===== src/rtl/mouse_ps2_tracker.sv =====
`default_nettype none
// ============================================================================
//  Module   : mouse_ps2_tracker
//  Brief    : PS/2 mouse receiver. Decodes 3-byte movement packets and keeps
//             a clamped absolute pointer position plus left-button state.
//  Revision : 1.0 - initial release
// ============================================================================
module mouse_ps2_tracker #(
    parameter int X_MAX   = 639,
    parameter int Y_MAX   = 479,
    parameter int X_INIT  = 320,
    parameter int Y_INIT  = 240,
    parameter int TIMEOUT = 5000
) (
    input  logic        clock,
    input  logic        reset_,
    input  logic        ps2_clock,
    input  logic        ps2_data,
    output logic [15:0] mouse_x,
    output logic [15:0] mouse_y,
    output logic        mouse_pressed_,
    output logic        packet_valid,
    output logic        error
);

    localparam logic [1:0] ST_IDLE   = 2'd0;
    localparam logic [1:0] ST_DATA   = 2'd1;
    localparam logic [1:0] ST_PARITY = 2'd2;
    localparam logic [1:0] ST_STOP   = 2'd3;

    localparam int              WD_W    = $clog2(TIMEOUT + 1);
    localparam logic [WD_W-1:0] WD_LAST = WD_W'(TIMEOUT - 1);

    localparam logic signed [17:0] X_MAX_S  = 18'(X_MAX);
    localparam logic signed [17:0] Y_MAX_S  = 18'(Y_MAX);
    localparam logic [15:0]        X_MAX_U  = 16'(X_MAX);
    localparam logic [15:0]        Y_MAX_U  = 16'(Y_MAX);
    localparam logic [15:0]        X_INIT_U = 16'(X_INIT);
    localparam logic [15:0]        Y_INIT_U = 16'(Y_INIT);

    // synchronizers, edge detection
    logic       clk_s1, clk_s2, clk_prev;
    logic       dat_s1, dat_s2;
    logic       sample;
    logic       sample_data;

    // frame receiver
    logic [1:0] state, next_state;
    logic [2:0] bit_cnt;
    logic [7:0] shift;
    logic       par_bit;
    logic       start_en, shift_en, par_en, stop_en;
    logic       byte_good;

    // packet assembly
    logic [1:0] idx;
    logic       b0_left, b0_xs, b0_ys, b0_xo, b0_yo;
    logic [7:0] b1;

    // watchdog
    logic [WD_W-1:0] wd;
    logic            busy;
    logic            timeout;

    // position arithmetic
    logic signed [17:0] dx_ext, dy_ext, x_sum, y_sum;
    logic [15:0]        x_clamp, y_clamp;

    // Two-flop synchronizers (idle bus = 1) and a registered falling-edge strobe;
    // the data bit is registered alongside so it lines up with the strobe.
    always_ff @(posedge clock) begin
        if (reset_) begin
            clk_s1      <= 1'b1;
            clk_s2      <= 1'b1;
            clk_prev    <= 1'b1;
            dat_s1      <= 1'b1;
            dat_s2      <= 1'b1;
            sample      <= 1'b0;
            sample_data <= 1'b1;
        end else begin
            clk_s1      <= ps2_clock;
            clk_s2      <= clk_s1;
            clk_prev    <= clk_s2;
            dat_s1      <= ps2_data;
            dat_s2      <= dat_s1;
            sample      <= clk_prev & ~clk_s2;
            sample_data <= dat_s2;
        end
    end

    // Frame FSM state register
    always_ff @(posedge clock) begin
        if (reset_) state <= ST_IDLE;
        else        state <= next_state;
    end

    // Frame FSM next-state logic; a watchdog expiry forces the FSM back to IDLE
    always_comb begin
        next_state = state;
        case (state)
            ST_IDLE:   if (sample && !sample_data)     next_state = ST_DATA;
            ST_DATA:   if (sample && bit_cnt == 3'd7)  next_state = ST_PARITY;
            ST_PARITY: if (sample)                     next_state = ST_STOP;
            ST_STOP:   if (sample)                     next_state = ST_IDLE;
            default:                                   next_state = ST_IDLE;
        endcase
        if (timeout) next_state = ST_IDLE;
    end

    // Frame FSM outputs: per-state strobes that steer the datapath
    always_comb begin
        start_en = 1'b0;
        shift_en = 1'b0;
        par_en   = 1'b0;
        stop_en  = 1'b0;
        case (state)
            ST_IDLE:   start_en = sample && !sample_data;
            ST_DATA:   shift_en = sample;
            ST_PARITY: par_en   = sample;
            ST_STOP:   stop_en  = sample;
            default:   ;
        endcase
    end

    // Odd parity over data + parity bit, and the stop bit must be high
    assign byte_good = sample_data & (^{shift, par_bit});

    // Bit collection: LSB-first shift register, bit counter, parity capture
    always_ff @(posedge clock) begin
        if (reset_) begin
            bit_cnt <= 3'd0;
            shift   <= 8'd0;
            par_bit <= 1'b0;
        end else begin
            if (start_en) bit_cnt <= 3'd0;
            if (shift_en) begin
                shift   <= {sample_data, shift[7:1]};
                bit_cnt <= bit_cnt + 3'd1;
            end
            if (par_en) par_bit <= sample_data;
        end
    end

    // Watchdog: runs only while a frame or packet is in progress; any sample
    // clears it, so a sample coinciding with expiry takes precedence
    assign busy    = (state != ST_IDLE) || (idx != 2'd0);
    assign timeout = busy && !sample && (wd == WD_LAST);

    // Watchdog counter
    always_ff @(posedge clock) begin
        if (reset_)                        wd <= '0;
        else if (sample || timeout || !busy) wd <= '0;
        else                               wd <= wd + 1'b1;
    end

    // Deltas are 9-bit two's complement; an overflowed axis contributes zero.
    // Y is negated because PS/2 reports up as positive but the screen grows down.
    always_comb begin
        dx_ext  = b0_xo ? 18'sd0 : {{9{b0_xs}}, b0_xs, b1};
        dy_ext  = b0_yo ? 18'sd0 : {{9{b0_ys}}, b0_ys, shift};
        x_sum   = $signed({2'b00, mouse_x}) + dx_ext;
        y_sum   = $signed({2'b00, mouse_y}) - dy_ext;
        x_clamp = x_sum[15:0];
        y_clamp = y_sum[15:0];
        if (x_sum[17])           x_clamp = 16'd0;
        else if (x_sum > X_MAX_S) x_clamp = X_MAX_U;
        if (y_sum[17])           y_clamp = 16'd0;
        else if (y_sum > Y_MAX_S) y_clamp = Y_MAX_U;
    end

    // Packet assembly, position update and status pulses
    always_ff @(posedge clock) begin
        if (reset_) begin
            idx            <= 2'd0;
            b0_left        <= 1'b0;
            b0_xs          <= 1'b0;
            b0_ys          <= 1'b0;
            b0_xo          <= 1'b0;
            b0_yo          <= 1'b0;
            b1             <= 8'd0;
            mouse_x        <= X_INIT_U;
            mouse_y        <= Y_INIT_U;
            mouse_pressed_ <= 1'b0;
            packet_valid   <= 1'b0;
            error          <= 1'b0;
        end else begin
            packet_valid <= 1'b0;
            error        <= 1'b0;
            if (timeout) begin
                idx   <= 2'd0;
                error <= 1'b1;
            end else if (stop_en) begin
                if (!byte_good) begin
                    idx   <= 2'd0;
                    error <= 1'b1;
                end else begin
                    case (idx)
                        2'd0: begin
                            // bit3 is always set in a header byte; use it to resync
                            if (shift[3]) begin
                                b0_left <= shift[0];
                                b0_xs   <= shift[4];
                                b0_ys   <= shift[5];
                                b0_xo   <= shift[6];
                                b0_yo   <= shift[7];
                                idx     <= 2'd1;
                            end else begin
                                error <= 1'b1;
                            end
                        end
                        2'd1: begin
                            b1  <= shift;
                            idx <= 2'd2;
                        end
                        default: begin
                            mouse_x        <= x_clamp;
                            mouse_y        <= y_clamp;
                            mouse_pressed_ <= b0_left;
                            packet_valid   <= 1'b1;
                            idx            <= 2'd0;
                        end
                    endcase
                end
            end
        end
    end

endmodule
`default_nettype wire


===== config.mk =====
export PLATFORM = sky130hd
export DESIGN_NAME = mouse_ps2_tracker
export DESIGN_NICKNAME = d
export VERILOG_FILES = /design/src/rtl/mouse_ps2_tracker.sv
export SDC_FILE = /design/constraint.sdc
export NUM_CORES = 1
export LEC_CHECK = 0
export ABC_AREA = 1
export BUFFER_PORTS_ARGS = -buffer_cell sky130_fd_sc_hd__buf_2
export CAP_MARGIN = 20
export CORE_ASPECT_RATIO = 0.8
export CORE_MARGIN = 1
export CORE_UTILIZATION = 67
export CTS_BUF_LIST = sky130_fd_sc_hd__clkbuf_2
export DETAILED_ROUTE_END_ITERATION = 8
export PLACE_DENSITY = 0.87
export SYNTH_ARGS = -nofsm -noshare
export SYNTH_HDL_FRONTEND = slang
export SYNTH_SLANG_ARGS = --single-unit

===== constraint.sdc =====
create_clock -name clock -period 7.5 [get_ports clock]
set_clock_uncertainty 0.2 [all_clocks]
set_input_delay 1.5 -clock clock [delete_from_list [all_inputs] [get_ports clock]]
set_output_delay 1.5 -clock clock [all_outputs]
set_load 0.02 [all_outputs]

Yosys cells after proc, flatten, opt, wreduce, memory -nomap -nowiden --
Index checks and enable logic that the tools add are counted.
Storage, ports and cells: register bits after elaboration 84, input port bits 4, output and inout port bits 35, word-level logic and storage cells 99
Cells by class: add/sub/neg operators 4, magnitude comparators 2, equal/unequal tests 11, multiplexer cells 26, bitwise logic cells 7, reduce and logical (&&, ||, !) cells 25
Operators by type and width (number):
- 2-to-1 mux 16 bit | 4
- 2-to-1 mux 18 bit | 2
- adder 17 x 18 -> 18 bit | 1
- greater-than comparator 18 x 10 -> 1 bit, second input constant | 1
- greater-than comparator 18 x 11 -> 1 bit, second input constant | 1
- subtractor 17 x 18 -> 18 bit | 1
- adder 13 x 1 -> 13 bit, second input constant | 1
- equality test 13 bit, second input constant | 1
- 2-to-1 mux 2 bit | 6
- AND reduction 4 bit | 3
- 2-to-1 mux 1 bit | 10
- XOR reduction 9 bit | 1
- != test 2 bit, second input constant | 4
- case mux 2 bit (4 select lines) | 1
- 2-to-1 mux 3 bit | 2
- nonzero test 2 bit | 3
- OR reduction 2 bit | 3
- NOT 1 bit | 5
- AND reduction 5 bit | 1
- equality test 2 x 1 -> 1 bit, second input constant | 2
- equality test 2 bit, second input constant | 2
- logical AND 1 bit | 4
- zero test 2 bit | 2
- case mux 2 bit (2 select lines) | 1
- other kinds (8) | 13

Depth between registers and ports, before layout --
word-level depth 7, mapped depth 19, mapped depth without buffers 19

Least setup slack after synthesis --
OpenSTA, ideal clock, no wires.
kind register to register, start point register b0_yo, end point register mouse_y[6], setup time 0.119 ns, arrival time 2.379 ns, required time 7.181 ns, setup slack 4.802 ns, cell stages (with the launch flop) 15, path buffers 0, period minus slack after synthesis 2.698 ns, cell sequence dfxtp_1 clkinv_1 nand2_1 ha_1 a21o_1 a21oi_1 inv_1 a21oi_1 nand2_1 nand2_1 nand2_1 nor2_1 nand3_1 o21ai_0 nand2_1
On the way: word-level cells in the longest chain between the ends 5
RTL lines:
- start, declared | RTL line 57 | logic b0_left, b0_xs, b0_ys, b0_xo, b0_yo;
- start signal, assigned | RTL line 205 | b0_yo <= shift[7];
- 2-to-1 mux 18 bit (*) | RTL line 160 | dy_ext = b0_yo ? 18'sd0 : {{9{b0_ys}}, b0_ys, shift};
- subtractor 17 x 18 -> 18 bit (*) | RTL line 162 | y_sum = $signed({2'b00, mouse_y}) - dy_ext;
- greater-than comparator 18 x 10 -> 1 bit | RTL line 168 | else if (y_sum > Y_MAX_S) y_clamp = Y_MAX_U;
- 2-to-1 mux 16 bit | RTL line 168
- 2-to-1 mux 16 bit (*) | RTL line 167 | if (y_sum[17]) y_clamp = 16'd0;
- end signal, assigned | RTL line 217 | mouse_y <= y_clamp;
- end, declared | RTL line 20 | output logic [15:0] mouse_y,
Every way passes the cells marked *; elsewhere a longest branch is shown, timed or not. A chain may end at the register's enable or synchronous reset.

Worst setup path after layout --
Same ends and word-level chain as after synthesis.

==> results.cfg <==
[status]
outcome = finished, final reports clean

[cells_and_area]
multi_input_area_mm2 = 0.00322
fin_nets = 880
fin_cells = 951
drive_gt1_frac = 0.118
antenna-diode-count = 0
fill_cells = 632
areaGrowthSynthToFinish_pct = 5.65
seq_area_mm2 = 0.00168

[floorplan]
coreArea_mm2 = 0.00760
die_w_um = 103
die_y_um = 82.5
dieArea_mm2 = 0.00847
rows = 28
initial_core_util = 0.714
io_pins = 39

[drt]
ant_nets = 0
routed_wl_um = 12300
vias = 5284
drc_errors = 0
first_pass_iters = 5
wl_per_cell_um = 12.9
first_iter_violations = 300
drt-vias-per-instance = 5.56

[sta]
finalSetupTns_ps = 0
maxSlewViolCount = 0
rsz0062_at_grt = no
max_freq_ghz = 0.302
period_minus_slack_ps = 3310
finalCritPeriodShare = 0.441
max_slew.worst_pin.slew_ps = 765
slew_headroom = 0.490
setup_viol = 0
hold_violations = 0

[global_routing]
antenna_found_initial = 0
track_usage = 0.309
grt_max_degree = 42
grt_overflow = 0
grt_pass1_wl_um = 20400
first_global_vias = 4644

[logic_synthesis]
syn-mean-instance-area_um2 = 6.71
yosysTopAreaCell = dfxtp_1
synth_seq_cells = 84
netlist_area_mm2 = 0.00543
yosysWarnings = 0
synthSimpleGateAreaFrac = 0.356
ys_seq_area_frac = 0.310
synthMuxAreaShare = 0
synth_xor_xnor_area_share = 0.0323
yosysUniqueCellTypes = 48
synthAdderAreaFrac = 0.0834
synthTopCellsByArea = dfxtp_1 31%, nand2_1 15%, ha_1 7.6%, inv_1 6.7%, a21oi_1 6.3%
syn_inst = 809
synth_compound_area_frac = 0.122
synth_top_family_by_area = simple AND/OR/NAND/NOR gates
synth-edff-count = 0
synth_flop_cell = dfxtp_1
async_flop_share = 0
synth_top_area_share = 0.310
synth.net_count = 848

[setup_path]
rr_startpoint = b0_yo
crit_path_frequent_cell = nand2_1
end_kind = flip-flop
worst_ep_required_time_ps = 7760
worstPathMaxFanout = 11
path_delay_family = compound AO/OA/AOI/OAI gates
start_kind = flip-flop
worst_ep_arrival_time_ps = 3570
path_class = reg2reg
critPathBufInv = 1
critPathMaxStageDelay_ps = 400
startpoint = b0_yo
worstPathCellList = clkinv_1 -> nand2_1 -> ha_1 -> a21oi_1 -> o21ai_0 -> a21oi_1 -> nand2_1 -> nand2_1 -> nand2_1 -> a21oi_1 -> nand3_1 -> o21ai_0 -> nand2_1
cp_slowest_cell = dfxtp_1

[power_and_ir_drop]
leakagePower_nw = 2.83
p_sw_uw = 206
p_int_uw = 518
power.share.switching = 0.284
clkPwrFrac = 0.304
seqPwrFrac = 0.630
combPwrFrac = 0.066
peakVddDrop_mv = 0.120
power_per_cell_area_mw_per_mm2 = 126

[place]
io_buffers = 38
routabilityCongestion = 0.924
placed_cells = 935
dp_hpwl_um = 9610

[clocking]
numClockSinks = 84
clock_latency_ps = 550
postCtsResizedCells = 0
cts_buffer_depth = 2
cts_hold_buf = 0
htreeDepth = 3
root_buffer = clkbuf_2
cts_tree = yes
post_cts_buffers = 0
path_clk_slew_ps = 240
cts_buffers = 9

[min_path]
hold_path_startpoint = clk_prev
worstHoldPathType = reg2reg

[job]
maxCapViolations = 0
==> state kept, by name, summed over array words and instances (netlist names), 2 cells and up <==
| register | flops |
|---|---|
| mouse_x | 16 |
| mouse_y | 16 |
| wd | 13 |
| b1 | 8 |
| shift | 8 |
| bit_cnt | 3 |
| idx | 2 |
| state | 2 |
==> Yosys cell counts, types with 10 or more instances <==
library cell  count
dfxtp_1          84
nand4_1          17
o21ai_0          31
nor3_1           13
xnor2_1          12
inv_1            97
nand3_1          56
nor2_1           78
a21oi_1          68
nand2_2          10
nand2_1         215
ha_1             33
==> per-layer routing <==
layer	wire length [um]	vias up	GRT usage
li1	-	2686	-
met3	741	17	0.0530
met2	5790	171	0.534
met4	148	0	0.0914
met5	0	-	0
met1	5580	2410	0.397
==> final timing paths <==
check | end | slack, ps | cells after the start
setup / recovery | mouse_y[6] | 4190 | 13
hold / removal | sample | 220 | 2
hold reg to reg | sample | 220 | 2
setup reg to reg | mouse_y[6] | 4190 | 13
==> stage by stage <==
| stage | total power [mW] | util | hold slack, ps | setup WS (ps) | instance area, um2 |
|---|---|---|---|---|---|
| floorplan | 0.501 | - | 189 | 4800 | 5430 |
| global placement | 0.508 | 0.741 | 191 | 4070 | 5630 |
| detailed placement | 0.511 | 0.741 | 197 | 3990 | 5630 |
| CTS | 0.728 | 0.754 | 228 | 4210 | 5730 |
| global route | 0.755 | 0.754 | 271 | 3830 | 5730 |
| finish | 0.724 | 0.754 | 223 | 4190 | 5730 |
==> worst register-to-register path, delay by kind of cell, from the launching register on <==
family	cells	cell delay, ps
DFF	1	400
adders and majority gates	1	370
buffers and inverters	1	210
AOI/OAI and AO/OA	5	1160
and+or+nand+nor	6	900
==> cell usage in the layout (no fill, tap or decap), types with 8 or more instances in the layout <==
cell	Yosys	routed
clkbuf_2	1	9
nand2_1	215	215
buf_2	2	38
xor2_1	8	8
xnor2_1	12	12
dfxtp_1	84	84
ha_1	33	33
nand3_1	56	56
nand4_1	17	17
o21ai_0	31	31
inv_1	97	97
nand2_2	10	10
a21oi_1	68	68
nor2_1	78	78
nor3_1	13	13
==> cell families after synthesis <==
kind of cell | after synthesis
compound gates | 121
xor+xnor | 20
fa+ha+maj | 35
buf+inv | 123
flops | 84
simple gates | 426
==> power groups by stage <==
stage | sequential, mW | combinational, mW | clock [mW]
after CTS | 0.456 | 0.0473 | 0.225
after global routing | 0.457 | 0.0540 | 0.243
after floorplan | 0.463 | 0.0382 | 0
after detailed placement | 0.464 | 0.0470 | 0
after global placement | 0.464 | 0.0440 | 0
final | 0.456 | 0.0476 | 0.220
==> final cells by class <==
| class | count | share of cell area |
|---|---|---|
| multi-input cells | 602 | 0.562 |
| flip-flops and latches | 84 | 0.293 |
| inverters | 106 | 0.0707 |
| repair buffers | 38 | 0.0332 |
| well taps | 105 | 0.0229 |
| clock inverters | 7 | 0.0103 |
| clock buffers | 9 | 0.00786 |
Power figures use the tool's default switching activity.
